## src/rtl/div_pkg.sv

```systemverilog
// Shared definitions for the sequential 32-bit divider.
// Contents: FSM state encoding, operand width and iteration-counter width.
package div_pkg;

    localparam int WIDTH = 32;
    localparam int CNT_W = 6;

    typedef enum logic [1:0] {
        ST_IDLE = 2'd0,
        ST_RUN  = 2'd1,
        ST_FIX  = 2'd2,
        ST_DONE = 2'd3
    } state_t;

endpackage : div_pkg

```

## src/rtl/cond_negate_32bit.sv

```systemverilog
// Conditional two's-complement negation.
// Ports:
//   in  [31:0]  value to pass through or negate
//   neg         1 = output the two's complement of in, 0 = pass in unchanged
//   out [31:0]  (in XOR {32{neg}}) + neg
// The magnitude of 0x80000000 comes out as 0x80000000, which callers read
// as an unsigned value, so there is no overflow case.
module cond_negate_32bit (
    input  logic [31:0] in,
    input  logic        neg,
    output logic [31:0] out
);

    assign out = (in ^ {32{neg}}) + {31'd0, neg};

endmodule : cond_negate_32bit

```

## src/rtl/div_32bit_seq.sv

```systemverilog
// Sequential 32-bit restoring divider, signed or unsigned per operation.
// Ports:
//   clk, rst_n             clock, asynchronous active-low reset
//   start                  request a divide (accepted only in IDLE)
//   is_signed              1 = two's-complement divide, 0 = unsigned
//   dividend, divisor      operands, sampled with start
//   busy                   high from the accept edge to the done edge
//   done                   one-cycle pulse, results valid while high
//   quotient, remainder    results, held until the next completion
//   div_by_zero            last completed operation had divisor = 0
// Configuration macro:
//   DIV_ZERO_EARLY_EN      when defined, divisor = 0 skips RUN/FIX and
//                          completes one edge after start.
// Operation: magnitudes are divided with one shift-subtract step per cycle
// for 32 cycles, then the FIX state restores the signs (the remainder takes
// the dividend's sign).
module div_32bit_seq
    import div_pkg::*;
#(
    parameter int WIDTH = div_pkg::WIDTH
) (
    input  logic             clk,
    input  logic             rst_n,
    input  logic             start,
    input  logic             is_signed,
    input  logic [WIDTH-1:0] dividend,
    input  logic [WIDTH-1:0] divisor,
    output logic             busy,
    output logic             done,
    output logic [WIDTH-1:0] quotient,
    output logic [WIDTH-1:0] remainder,
    output logic             div_by_zero
);

    localparam logic [CNT_W-1:0] CNT_LAST = CNT_W'(WIDTH - 1);

    state_t           state_r, state_nxt_s;
    logic [CNT_W-1:0] cnt_r;
    logic [WIDTH-1:0] quo_r, rem_r, dvs_abs_r, dvd_raw_r;
    logic             sgn_r, a_neg_r, b_neg_r, dvs_zero_r;
    logic             busy_r, done_r, dz_r;
    logic [WIDTH-1:0] quotient_r, remainder_r;

    logic [WIDTH-1:0] dvd_abs_s, dvs_abs_s, quo_fix_s, rem_fix_s;
    logic [WIDTH:0]   sh_s;
    logic [WIDTH-1:0] diff_s;
    logic             ge_s, early_dz_s, dvs_zero_s;

    // Operand magnitudes: invert+increment only for negative signed operands.
    cond_negate_32bit u_abs_dvd (
        .in  (dividend),
        .neg (is_signed & dividend[WIDTH-1]),
        .out (dvd_abs_s)
    );

    cond_negate_32bit u_abs_dvs (
        .in  (divisor),
        .neg (is_signed & divisor[WIDTH-1]),
        .out (dvs_abs_s)
    );

    // Result sign restoration applied in FIX.
    cond_negate_32bit u_fix_quo (
        .in  (quo_r),
        .neg (sgn_r & (a_neg_r ^ b_neg_r)),
        .out (quo_fix_s)
    );

    cond_negate_32bit u_fix_rem (
        .in  (rem_r),
        .neg (sgn_r & a_neg_r),
        .out (rem_fix_s)
    );

    // One restoring step: shift the next dividend bit into the partial
    // remainder and subtract the divisor when it fits. The remainder is
    // always below the divisor, so the difference fits in WIDTH bits.
    assign sh_s   = {rem_r, quo_r[WIDTH-1]};
    assign ge_s   = (sh_s >= {1'b0, dvs_abs_r});
    assign diff_s = sh_s[WIDTH-1:0] - dvs_abs_r;

    assign dvs_zero_s = (divisor == {WIDTH{1'b0}});
`ifdef DIV_ZERO_EARLY_EN
    assign early_dz_s = dvs_zero_s;
`else
    assign early_dz_s = 1'b0;
`endif

    // FSM state register.
    always_ff @(posedge clk or negedge rst_n) begin
        if (!rst_n) begin
            state_r <= ST_IDLE;
        end else begin
            state_r <= state_nxt_s;
        end
    end

    // FSM next-state logic. DONE entered directly from IDLE (early
    // divide-by-zero) lingers one edge so done rises one edge after start.
    always_comb begin
        state_nxt_s = state_r;
        case (state_r)
            ST_IDLE: begin
                if (start) begin
                    if (early_dz_s) begin
                        state_nxt_s = ST_DONE;
                    end else begin
                        state_nxt_s = ST_RUN;
                    end
                end else begin
                    state_nxt_s = ST_IDLE;
                end
            end
            ST_RUN: begin
                if (cnt_r == CNT_LAST) begin
                    state_nxt_s = ST_FIX;
                end else begin
                    state_nxt_s = ST_RUN;
                end
            end
            ST_FIX: begin
                state_nxt_s = ST_DONE;
            end
            ST_DONE: begin
                if (done_r) begin
                    state_nxt_s = ST_IDLE;
                end else begin
                    state_nxt_s = ST_DONE;
                end
            end
            default: begin
                state_nxt_s = ST_IDLE;
            end
        endcase
    end

    // Datapath, status flags and registered results.
    always_ff @(posedge clk or negedge rst_n) begin
        if (!rst_n) begin
            cnt_r       <= {CNT_W{1'b0}};
            quo_r       <= {WIDTH{1'b0}};
            rem_r       <= {WIDTH{1'b0}};
            dvs_abs_r   <= {WIDTH{1'b0}};
            dvd_raw_r   <= {WIDTH{1'b0}};
            sgn_r       <= 1'b0;
            a_neg_r     <= 1'b0;
            b_neg_r     <= 1'b0;
            dvs_zero_r  <= 1'b0;
            busy_r      <= 1'b0;
            done_r      <= 1'b0;
            dz_r        <= 1'b0;
            quotient_r  <= {WIDTH{1'b0}};
            remainder_r <= {WIDTH{1'b0}};
        end else begin
            case (state_r)
                ST_IDLE: begin
                    if (start) begin
                        cnt_r      <= {CNT_W{1'b0}};
                        quo_r      <= dvd_abs_s;
                        rem_r      <= {WIDTH{1'b0}};
                        dvs_abs_r  <= dvs_abs_s;
                        dvd_raw_r  <= dividend;
                        sgn_r      <= is_signed;
                        a_neg_r    <= dividend[WIDTH-1];
                        b_neg_r    <= divisor[WIDTH-1];
                        dvs_zero_r <= dvs_zero_s;
                        busy_r     <= 1'b1;
                    end
                end
                ST_RUN: begin
                    cnt_r <= cnt_r + {{(CNT_W-1){1'b0}}, 1'b1};
                    if (ge_s) begin
                        rem_r <= diff_s;
                        quo_r <= {quo_r[WIDTH-2:0], 1'b1};
                    end else begin
                        rem_r <= sh_s[WIDTH-1:0];
                        quo_r <= {quo_r[WIDTH-2:0], 1'b0};
                    end
                end
                ST_FIX: begin
                    // Divide-by-zero results are forced rather than taken
                    // from the iteration.
                    if (dvs_zero_r) begin
                        quotient_r  <= {WIDTH{1'b1}};
                        remainder_r <= dvd_raw_r;
                        dz_r        <= 1'b1;
                    end else begin
                        quotient_r  <= quo_fix_s;
                        remainder_r <= rem_fix_s;
                        dz_r        <= 1'b0;
                    end
                    done_r <= 1'b1;
                    busy_r <= 1'b0;
                end
                ST_DONE: begin
                    // done_r low here means DONE was entered straight from
                    // IDLE on a zero divisor: complete now.
                    if (!done_r) begin
                        quotient_r  <= {WIDTH{1'b1}};
                        remainder_r <= dvd_raw_r;
                        dz_r        <= 1'b1;
                        done_r      <= 1'b1;
                        busy_r      <= 1'b0;
                    end else begin
                        done_r <= 1'b0;
                    end
                end
                default: begin
                    done_r <= 1'b0;
                    busy_r <= 1'b0;
                end
            endcase
        end
    end

    assign busy        = busy_r;
    assign done        = done_r;
    assign quotient    = quotient_r;
    assign remainder   = remainder_r;
    assign div_by_zero = dz_r;

endmodule : div_32bit_seq

```

## config.mk

```make
export PLATFORM = sky130hd
export DESIGN_NAME = div_32bit_seq
export DESIGN_NICKNAME = d
export VERILOG_FILES = /design/src/rtl/div_pkg.sv /design/src/rtl/cond_negate_32bit.sv /design/src/rtl/div_32bit_seq.sv
export SDC_FILE = /design/constraint.sdc
export NUM_CORES = 1
export LEC_CHECK = 0
export ABC_CLOCK_PERIOD_IN_PS = 4650
export CAP_MARGIN = 10
export CORE_MARGIN = 4
export CORE_UTILIZATION = 59
export DETAILED_ROUTE_END_ITERATION = 7
export PLACE_DENSITY = 0.89
export SYNTH_ARGS = -nofsm -noshare
export SYNTH_HDL_FRONTEND = slang
export SYNTH_SLANG_ARGS = --single-unit
```

## constraint.sdc

```tcl
create_clock -name clk -period 4.65 [get_ports clk]
set_clock_uncertainty 0.15 [all_clocks]
set_input_delay 0.6975 -clock clk [delete_from_list [all_inputs] [get_ports clk]]
set_output_delay 0.6975 -clock clk [all_outputs]
set_load 0.005 [all_outputs]
```

Word level (Yosys, flattened, before mapping). Index checks and enable logic that the tools add are counted.

$add $sub $neg: 6. Multipliers: 0. Divide/modulo/power cells: 0. $lt $le $gt $ge: 1. Equality and inequality tests: 6. Shift operators: 0. Muxes and demuxes: 26. Bitwise operators: 9. Reductions and logical operators: 9.

Operators by type and width (count): $pmux 32 s2 (4); $mux 32 (7); $add 32x1->32 (4); $xor 32x32->32 (4); $ge 33x32->1 (1); $logic_not 32->1 (1); $sub 32x32->32 (1); $pmux 6 s2 (1); $pmux 2 s4 (1); $mux 1 (7); $add 6x1->6 const B (1); $eq 6x5->1 const B (1); $mux 6 (1); $reduce_and 2->1 (3); $and 1x1->1 (4); $eq 2x2->1 const B (2); $mux 2 (2); $ne 2x2->1 const B (2); $pmux 1 s2 (2); $reduce_bool 2->1 (2); $pmux 1 s3 (1); $reduce_and 3->1 (1); $reduce_bool 3->1 (1); $eq 2x1->1 const B (1); other kinds (2) (2).

Register bits: 207. Bits in latches: 0. Bits in writable memories: 0. Bits in read-only memories: 0. Output and inout port bits: 67. Logic and storage cells: 72. Memories kept: 0.

Logic depth before layout (Yosys ltp). Gate-level depths: netlist (run 1).

Depth after elaboration: 6. Mapped depth: 16.

Hierarchy. From an unflattened synthesis (run 1), not the netlist that was laid out.

Cells, all modules: 1904. Area total of the unflattened synthesis: 16104.2 µm².

By module, submodules not included: div_32bit_seq (instances 1, cells each 1092, area an instance 10288.6 µm², seq. area each 5154.9 µm²); cond_negate_32bit (instances 4, cells each 203, area an instance 1453.9 µm², seq. area each 0.0 µm²).

Worst setup path before layout (run 1). Ideal clock, no wire load.

Path type: input to register. Start: input port divisor[31]. End: register dvs_abs_r[24]. Library setup time: 0.131 ns. Arrival time: 3.585 ns. Setup slack: 0.785 ns. Cell stages on the path: 16. Buffers on the path: 3. Cells stage by stage: buf_2 > nand2_1 > inv_2 > clkbuf_1 > clkbuf_1 > ha_1 > ha_1 > inv_1 > a21o_1 > nor3_4 > nand2_2 > a211oi_4 > nand3_2 > mux2i_1 > xor2_1 > o21ai_1.

Longest elaborated chain between the ends: 3.

Ends and longest elaborated chain: from (decl) (line div_32bit_seq.sv:27) `input logic [WIDTH-1:0] divisor,`; $and 1x1->1 (*) (line div_32bit_seq.sv:58) `.neg (is_signed & divisor[WIDTH-1]),`; $xor 32x32->32 (line cond_negate_32bit.sv:14) `assign out = (in ^ {32{neg}}) + {31'd0, neg};`; $add 32x1->32 (*) (line cond_negate_32bit.sv:14); to (signal assigned) (line div_32bit_seq.sv:143) `dvs_abs_r <= {WIDTH{1'b0}};`; to (signal assigned) (line div_32bit_seq.sv:161) `dvs_abs_r <= dvs_abs_s;`; to (decl) (line div_32bit_seq.sv:39) `logic [WIDTH-1:0] quo_r, rem_r, dvs_abs_r, dvd_raw_r;`.

Mark *: on every way between the ends. The rest lies on a longest branch, timed or not. A chain may end at the register's enable or synchronous reset.

Final worst setup path (run 1).
Start: register rem_r[3]. End: register rem_r[7].

Longest elaborated chain between the ends: 3. Elaborated cells on any way between the ends: 4. Classes of those cells: 1 x add/sub; 1 x order compare; 2 x mux.

Ends and longest elaborated chain: from (decl) (line div_32bit_seq.sv:39); from (signal assigned) (line div_32bit_seq.sv:142) `rem_r <= {WIDTH{1'b0}};`; from (signal assigned) (line div_32bit_seq.sv:160) `rem_r <= {WIDTH{1'b0}};`; from (signal assigned) (line div_32bit_seq.sv:173) `rem_r <= diff_s;`; $sub 32x32->32 or $ge 33x32->1 (tied branches) (line div_32bit_seq.sv:80, div_32bit_seq.sv:79); $mux 32 (*) (line div_32bit_seq.sv:172) `if (ge_s) begin`; $pmux 32 s2 (*) (line div_32bit_seq.sv:155) `case (state_r)`.

Marks and branches as above.

==> qor_table.md, run 1 <==
| Item | This run |
|---|---|
| Result of the run | complete, no violations |
| DRT iter0 DRCs | 1,226 |
| Main combinational cell family by area after synthesis | compound AO/OA/AOI/OAI gates |
| Half-perimeter wire length after detailed placement | 28.5 mm |
| Number of global-route vias before repair | 12.9k |
| GR Overflow Total | 0 |
| Actual transition at the worst max-transition pin | 1.18 ns |
| Xor and xnor fraction of the mapped netlist area | 11.6% |
| DR DRC count | 0 |
| Setup Total Neg Slack | 0 ns |
| Inserted Diodes | 0 |
| Synth Area in Compound Gates | 21.9% |
| HP Class | primary input to async pin |
| Number of non-filler instances in the completed layout | 2,163 |
| Data arrival time of the critical path | 4.15 ns |
| Power Total | 11.3 mW |
| Final estimated routing congestion in global placement | 0.951 |
| Max-slew violation count | 0 |
| Maximum number of pins on one net before global-route repair | 107 |
| Post-layout minimum cycle time | 3.92 ns |
| Site row count | 56 |
| Iteration count of the initial detailed-routing pass | 6 |
| Power per cell area | 682 nW/um^2 |
| Area of combinational cells with multiple inputs | 8470 um^2 |
| Leading cell type in the layout, fill and taps excluded | sky130_fd_sc_hd__nand2_1 |
| Achievable Freq | 255 MHz |
| Hold slack final | 0.120 ns |
| Switching pwr | 4.80 mW |
| Post-CTS setup repair buffer count | 0 |
| Total via count in the routed design | 13.4k |
| Share of final-layout standard cells stronger than drive strength 1 | 5.53% |
| Number of gates resized after CTS | 0 |
| Inst Count DP | 2,123 |
| Clock edge transition at the registers on the reported setup and hold paths | 0.06 ns |
| Critical setup path kind | flip-flop to flip-flop |
| Clock latency on the worst-skew pair | 0.52 ns |
| Initial Utilization | 60.5% |
| Req. time, crit path | 4.88 ns |
| Part of the cycle the worst path needs | 84.3% |
| Seq/Total Area, Yosys | 36.0% |
| Fill cell instance count of the final layout | 1,874 |
| Post-synthesis instance area | 14,300 um^2 |
| GRT Total Usage | 28.4% |
| Vert. Die Dim | 164 um |
| Largest voltage drop on the vdd net | 0.310 mV |
| Instance count of the mapped netlist | 1,765 |
| Count of input and output buffers | 134 |
| Floorplan die width | 164 um |
| Dominant register cell in the synthesized netlist | sky130_fd_sc_hd__dfrtp_1 |
| Commonest cells after routing, fill and taps aside | sky130_fd_sc_hd__nand2_1 (245), sky130_fd_sc_hd__dfrtp_1 (206), sky130_fd_sc_hd__o21ai_0 (157) |
| Worst R2R Start | rem_r[3] |
| Comb pwr share | 52.6% |
| Net count after synthesis | 1,872 |
| Timing startpoint of the critical path | rem_r[3] |
| Number of distinct library cells after synthesis | 83 |
| Sequential fraction of design power | 31.4% |
| Proportion of power drawn by the clock network | 16.0% |
| Die area | 26,800 um^2 |
| Clock buffers created by TritonCTS | 24 |
| Pint | 6.49 mW |
| Switching part of the total power | 42.5% |
| Basic-gate share of the synthesized area counting and, or, nand and nor cells | 20.4% |
| Startpoint kind of the worst setup timing path | flip-flop |
| Multiplexer share of the synthesized area | 1.73% |
| Global-route wire length before repair | 63.5 mm |
| FF/Latch Area | 5150 um^2 |
| Post-synth EDFFs | 0 |
| H-tree depth reported by CTS | 1 |
| Root buffer selected by CTS | sky130_fd_sc_hd__clkbuf_16 |
| Fraction of registers with async set or reset after synthesis | 100% |
| Worst slew margin relative to its limit | 21.0% |
| Per-cell via count in the routed design | 6.18 |
| # IOs | 135 |
| Maximum net fanout on the critical path | 14 |
| Final core utilization | 70.0% |
| Critical path endpoint category | flip-flop |
| Register-to-Register Path Depth | 11 |
| Initial antenna violation count | 0 |
| Routed length per placed instance | 17.9 um |
| Post-Synthesis Mean Instance Area | 8.11 um^2 |
| Leak Pwr | 6.89 nW |
| Floorplan core area | 23,700 um^2 |
| Count of warnings emitted by yosys | 0 |
| Area growth syn-to-layout | 15.7% |
| Adder-cell area share of the yosys netlist | 3.46% |
| Final setup violating endpoints | 0 |
| Clock Sinks | 206 |
| Fin. Hold Viols | 0 |
| Max-cap violation count | 0 |
| Setup repair after global routing missed its margin | false |
| Bufs on Longest Clock Path | 3 |
| Antenna violation net count after detailed routing | 0 |
| Yosys reg bits | 206 |
| Layout net count | 1,937 |
| Cts hold-fix bufs | 0 |
| TritonCTS clock tree | done |
| Total wire length | 38.8 mm |
-- worst max-delay path, stage by stage, from the launching register on --
cell	delay, ns
sky130_fd_sc_hd__dfrtp_1	0.49
sky130_fd_sc_hd__ha_1	0.40
sky130_fd_sc_hd__a21o_1	0.19
sky130_fd_sc_hd__a32o_1	0.28
sky130_fd_sc_hd__o21ai_0	0.34
sky130_fd_sc_hd__nand4_1	0.27
sky130_fd_sc_hd__and3_1	0.26
sky130_fd_sc_hd__o21ai_1	0.84
sky130_fd_sc_hd__buf_4	0.29
sky130_fd_sc_hd__a211oi_1	0.05
sky130_fd_sc_hd__a21oi_1	0.12
sky130_fd_sc_hd__o21ai_0	0.09
-- registers in the layout, summed over array words and instances (netlist names) --
register     count
quo_r           32
rem_r           32
dvd_raw_r       32
cnt_r            6
done             1
div_by_zero      1
state_r          2
busy             1
remainder       32
dvs_abs_r       32
dvs_zero_r       1
b_neg_r          1
sgn_r            1
quotient        32
-- area by class of cell --
class                      instances  share of cell area [%]
tap                              319                    2.41
sequential                       206                    31.1
clock inverter                     6                   0.355
multi-input combinational       1377                    51.1
inverter                          58                    1.31
clock buffer                      34                    4.16
timing repair buffer             163                    9.51
-- worst paths after layout --
path / end / slack, ns
max in group asynchronous: remainder[24] / 3.18
setup reg to reg: rem_r[7] / 0.73
hold reg to reg: dvs_abs_r[13] / 0.33
hold / removal: quotient[5] / 0.12
min in group clk: dvs_abs_r[13] / 0.33
setup / recovery: rem_r[7] / 0.73
-- power by group through the flow --
stage	sequential [mW]	clock [mW]	combinational [mW]
after global routing	3.65	1.91	6.58
after global placement	3.47	0	5.68
after detailed placement	3.52	0	5.86
after CTS	3.50	1.83	5.92
final	3.55	1.81	5.94
after floorplan	3.11	0	4.33
-- cell usage after synthesis, types with 34 or more instances --
cell | number | area share [%]
sky130_fd_sc_hd__nand2_1 | 245 | 6.4
sky130_fd_sc_hd__dfrtp_1 | 206 | 36
sky130_fd_sc_hd__o21ai_0 | 158 | 5.5
sky130_fd_sc_hd__a21oi_1 | 142 | 5.0
sky130_fd_sc_hd__xnor2_1 | 134 | 8.2
sky130_fd_sc_hd__nor2_1 | 124 | 3.3
sky130_fd_sc_hd__clkbuf_1 | 98 | 2.6
sky130_fd_sc_hd__nand3_1 | 62 | 2.2
sky130_fd_sc_hd__a22oi_1 | 58 | 3.0
sky130_fd_sc_hd__inv_1 | 57 | 1.5
sky130_fd_sc_hd__xor2_1 | 53 | 3.2
sky130_fd_sc_hd__ha_1 | 38 | 3.3
sky130_fd_sc_hd__nor3_1 | 34 | 1.2
-- logic make-up after synthesis --
family / count (synthesis)
XOR/XNOR: 188
flip-flops: 206
multiplexers: 24
adder cells (fa/ha/maj): 39
AO/OA/AOI/OAI: 510
buffers and inverters: 182
AND/OR/NAND/NOR: 616
-- per-layer routing --
| layer | track usage (%) | share of wire, % | vias to the layer above |
|---|---|---|---|
| li1 | - | - | 6334 |
| met1 | 36.1 | 41 | 6352 |
| met2 | 49.5 | 48 | 558 |
| met3 | 3.06 | 6.1 | 133 |
| met4 | 12.0 | 4.2 | 0 |
| met5 | 0 | 0 | - |
-- per-stage QoR --
step,worst slack [ns],cell area [um^2]
finish,0.730,16600
floorplan,0.785,14300
global placement,0.672,15800
CTS,0.741,16600
global route,0.456,16600
detailed placement,0.568,15800
(Power assumes the default switching activity.)
==> run 2, diff against run 1 <==
--- a/config.mk
+++ b/config.mk
@@ -5,12 +5,12 @@
 export SDC_FILE = /design/constraint.sdc
 export NUM_CORES = 1
 export LEC_CHECK = 0
-export ABC_CLOCK_PERIOD_IN_PS = 4650
+export ABC_CLOCK_PERIOD_IN_PS = 3300
 export CAP_MARGIN = 10
 export CORE_MARGIN = 4
-export CORE_UTILIZATION = 59
+export CORE_UTILIZATION = 53
 export DETAILED_ROUTE_END_ITERATION = 7
-export PLACE_DENSITY = 0.89
+export PLACE_DENSITY = 0.85
 export SYNTH_ARGS = -nofsm -noshare
 export SYNTH_HDL_FRONTEND = slang
 export SYNTH_SLANG_ARGS = --single-unit
==> constraint.sdc (replaced) <==
create_clock -name clk -period 3.3 [get_ports clk]
set_clock_uncertainty 0.15 [all_clocks]
set_input_delay 0.495 -clock clk [delete_from_list [all_inputs] [get_ports clk]]
set_output_delay 0.495 -clock clk [all_outputs]
set_load 0.005 [all_outputs]
==> run 2 against run 1 <==
Critical endpoint is now rem_r[30]. Utilization down 2.9 points. Combinational power up 56%. Sequential cell count unchanged. Die area up 11%. Fmax up 25%. Via count up 2.8%. Global-route usage down 1.8 points. Routed wire length up 4.5%. Critical path depth up 1. Setup slack worse by 0.55 ns. Register-to-register slack worse by 0.55 ns. First-iteration DRC count up 1.7%.
==> qor_table.md, run 2 (synthesis gave the netlist of run 1 again) <==
| Item | This run | Delta |
|---|---|---|
| Half-perimeter wire length after detailed placement | 30.9 mm | +8.4% |
| Stages on worst setup path | 12 | +1 |
| Inst Count DP | 2,253 | +6.1% |
| Clock edge transition at the registers on the reported setup and hold paths | 0.06 ns | about the same |
| Inserted Diodes | 0 | unchanged |
| Startpoint kind of the worst setup timing path | flip-flop |  |
| HP Class | flip-flop to flip-flop |  |
| Commonest cells after routing, fill and taps aside | sky130_fd_sc_hd__nand2_1 (244), sky130_fd_sc_hd__dfrtp_1 (206), sky130_fd_sc_hd__o21ai_0 (155) |  |
| Site row count | 59 | +5.4% |
| DRT iter0 DRCs | 1,247 | +1.7% |
| Req. time, crit path | 3.58 ns | -1.30 ns |
| Antenna violation net count after detailed routing | 0 | unchanged |
| Final estimated routing congestion in global placement | 0.962 | +1.1% |
| Setup repair after global routing missed its margin | false |  |
| Root buffer selected by CTS | sky130_fd_sc_hd__clkbuf_16 |  |
| Iteration count of the initial detailed-routing pass | 5 | -1 |
| Die area | 29,700 um^2 | +11% |
| Area growth syn-to-layout | 23.4% |  |
| Critical path endpoint category | flip-flop |  |
| Layout net count | 2,053 | +6.0% |
| H-tree depth reported by CTS | 1 | unchanged |
| Number of non-filler instances in the completed layout | 2,299 | +6.3% |
| Max-cap violation count | 0 | unchanged |
| Final core utilization | 67.0% | -2.9 points |
| Number of global-route vias before repair | 13.5k | +5.0% |
| Library cell contributing the largest single delay on the critical path | sky130_fd_sc_hd__dfrtp_1 |  |
| Routed length per placed instance | 17.6 um | -1.7% |
| Part of the cycle the worst path needs | 94.7% | +10 points |
| GR Overflow Total | 0 | unchanged |
| Post-CTS setup repair buffer count | 0 | unchanged |
| Worst slew margin relative to its limit | 32.8% | +12 points |
| Maximum net fanout on the critical path | 3 | -11 |
| Fin. Hold Viols | 0 | unchanged |
| Clock buffers created by TritonCTS | 24 | unchanged |
| Number of buffers and inverters on the critical path | 1 | unchanged |
| DR DRC count | 0 | unchanged |
| Clock Sinks | 206 | unchanged |
| Actual transition at the worst max-transition pin | 1.00 ns | -0.180 ns |
| Top cell family by delay on the critical path | compound AO/OA/AOI/OAI gates |  |
| Register-to-Register Path Depth | 12 | +1 |
| Achievable Freq | 320 MHz | +25% |
| Initial Utilization | 54.3% | -6.1 points |
| Power per cell area | 960 nW/um^2 | +41% |
| Result of the run | complete, no violations |  |
| Floorplan core area | 26,400 um^2 | +11% |
| Floorplan die width | 172 um | +5.2% |
| Cell depth of the worst min-delay path | 2 |  |
| Placement-stage cell area | 16,700 um^2 | +5.8% |
| Clock latency on the worst-skew pair | 0.52 ns | about the same |
| # IOs | 135 | unchanged |
| Total non-filler cell area in the finished layout | 17,700 um^2 | +6.6% |
| Data arrival time of the critical path | 3.40 ns | -0.75 ns |
| Final setup violating endpoints | 0 | unchanged |
| Post-layout minimum cycle time | 3.13 ns | -0.795 ns |
| GRT Total Usage | 26.7% | -1.8 points |
| Maximum number of pins on one net before global-route repair | 87 | -19% |
| Per-cell via count in the routed design | 5.98 | -3.3% |
| Total wire length | 40.5 mm | +4.5% |
| CP Cell Sequence | inv_1 > ha_1 > fa_1 > nor2b_1 > o21bai_1 > a21oi_1 > o21ai_0 > o21ai_1 > a31o_2 > a41oi_1 > xor2_1 > o211ai_1 |  |
| Leak Pwr | 7.53 nW | +9.3% |
| Global-route wire length before repair | 65.7 mm | +3.4% |
| Count of input and output buffers | 134 | unchanged |
| Bufs on Longest Clock Path | 3 | unchanged |
| TritonCTS clock tree | done |  |
| Initial antenna violation count | 0 | unchanged |
| Total via count in the routed design | 13.8k | +2.8% |
| Critical setup path kind | flip-flop to flip-flop |  |
| Max-slew violation count | 0 | unchanged |
| Worst path max stage delay | 0.44 ns | -0.40 ns |
| Leading cell type in the layout, fill and taps excluded | sky130_fd_sc_hd__nand2_1 |  |
| Share of final-layout standard cells stronger than drive strength 1 | 11.8% | +6.2 points |
| Vert. Die Dim | 172 um | +5.2% |
| Largest voltage drop on the vdd net | 0.497 mV | +61% |
## run 2: cell count changes in the layout (fill, tap and decap cells not counted), sizes merged
cell / before / now
dlygate4sd3: 0 / 1
clkinv: 4 / 5
clkinvlp: 0 / 2
inv: 59 / 58
bufinv: 1 / 4
clkbuf: 35 / 34
buf: 29 / 144
## run 2: routing by layer
| layer | global-route usage [%] | vias up | routed length (um) |
|---|---|---|---|
| met5 | 0 | - | 0 |
| met4 | 10.3 | 0 | 1440 |
| met1 | 33.2 | 6541 | 16500 |
| met2 | 47.6 | 518 | 20300 |
| met3 | 2.86 | 121 | 2290 |
| li1 | - | 6570 | - |
## run 2: stage by stage
stage	power (mW)	setup WS, ns	hold WS [ns]	setup TNS, ns
3_3_place_gp	13.6	-0.00289	0.309	-0.00289
3_5_place_dp	13.9	-0.151	0.314	-0.404
6_report	17.0	0.175	0.329	0
4_1_cts	16.9	0.0621	0.334	0
2_1_floorplan	10.5	-0.00463	0.0494	-0.00463
5_1_grt	18.3	0.0110	0.355	0
## run 2: path summary, 6_finish.rpt
kind | start | endpoint | slack, ns
max reg2reg | quo_r[31] | rem_r[30] | 0.17
min | dvs_abs_r[23] | dvs_abs_r[23] | 0.33
max | quo_r[31] | rem_r[30] | 0.17
max in group asynchronous | rst_n | quotient[28] | 1.75
min reg2reg | dvs_abs_r[23] | dvs_abs_r[23] | 0.33
min in group asynchronous | rst_n | quo_r[7] | 0.41
## run 2: tightest hold or removal path: cells and delay by family (launching register included)
family | cells | cell delay, ns
AOI/OAI and AO/OA | 1 | 0.06
and+or+nand+nor | 1 | 0.05
DFF | 1 | 0.34
## run 2: cell type report
type	instances	area [um^2]
Timing Repair Buffer	279	2510
Multi-Input combinational cell	1377	8500
Clock buffer	33	706
Tap cell	335	419
Clock inverter	11	164
Inverter	58	218
Sequential cell	206	5150
Fill cell	2118	8680
## run 2: repair_timing
action                                  CTS  global route
endpoints found under the hold margin    82             0
endpoints found under the setup margin    0            24
hold buffers                              1             0
gates resized for setup                   0             8
## run 2: power breakdown
group / internal, mW / total (mW) / switching, mW
registers: 3.64 / 4.80 / 1.17
clock network: 1.81 / 2.88 / 1.07
logic: 4.51 / 9.28 / 4.77
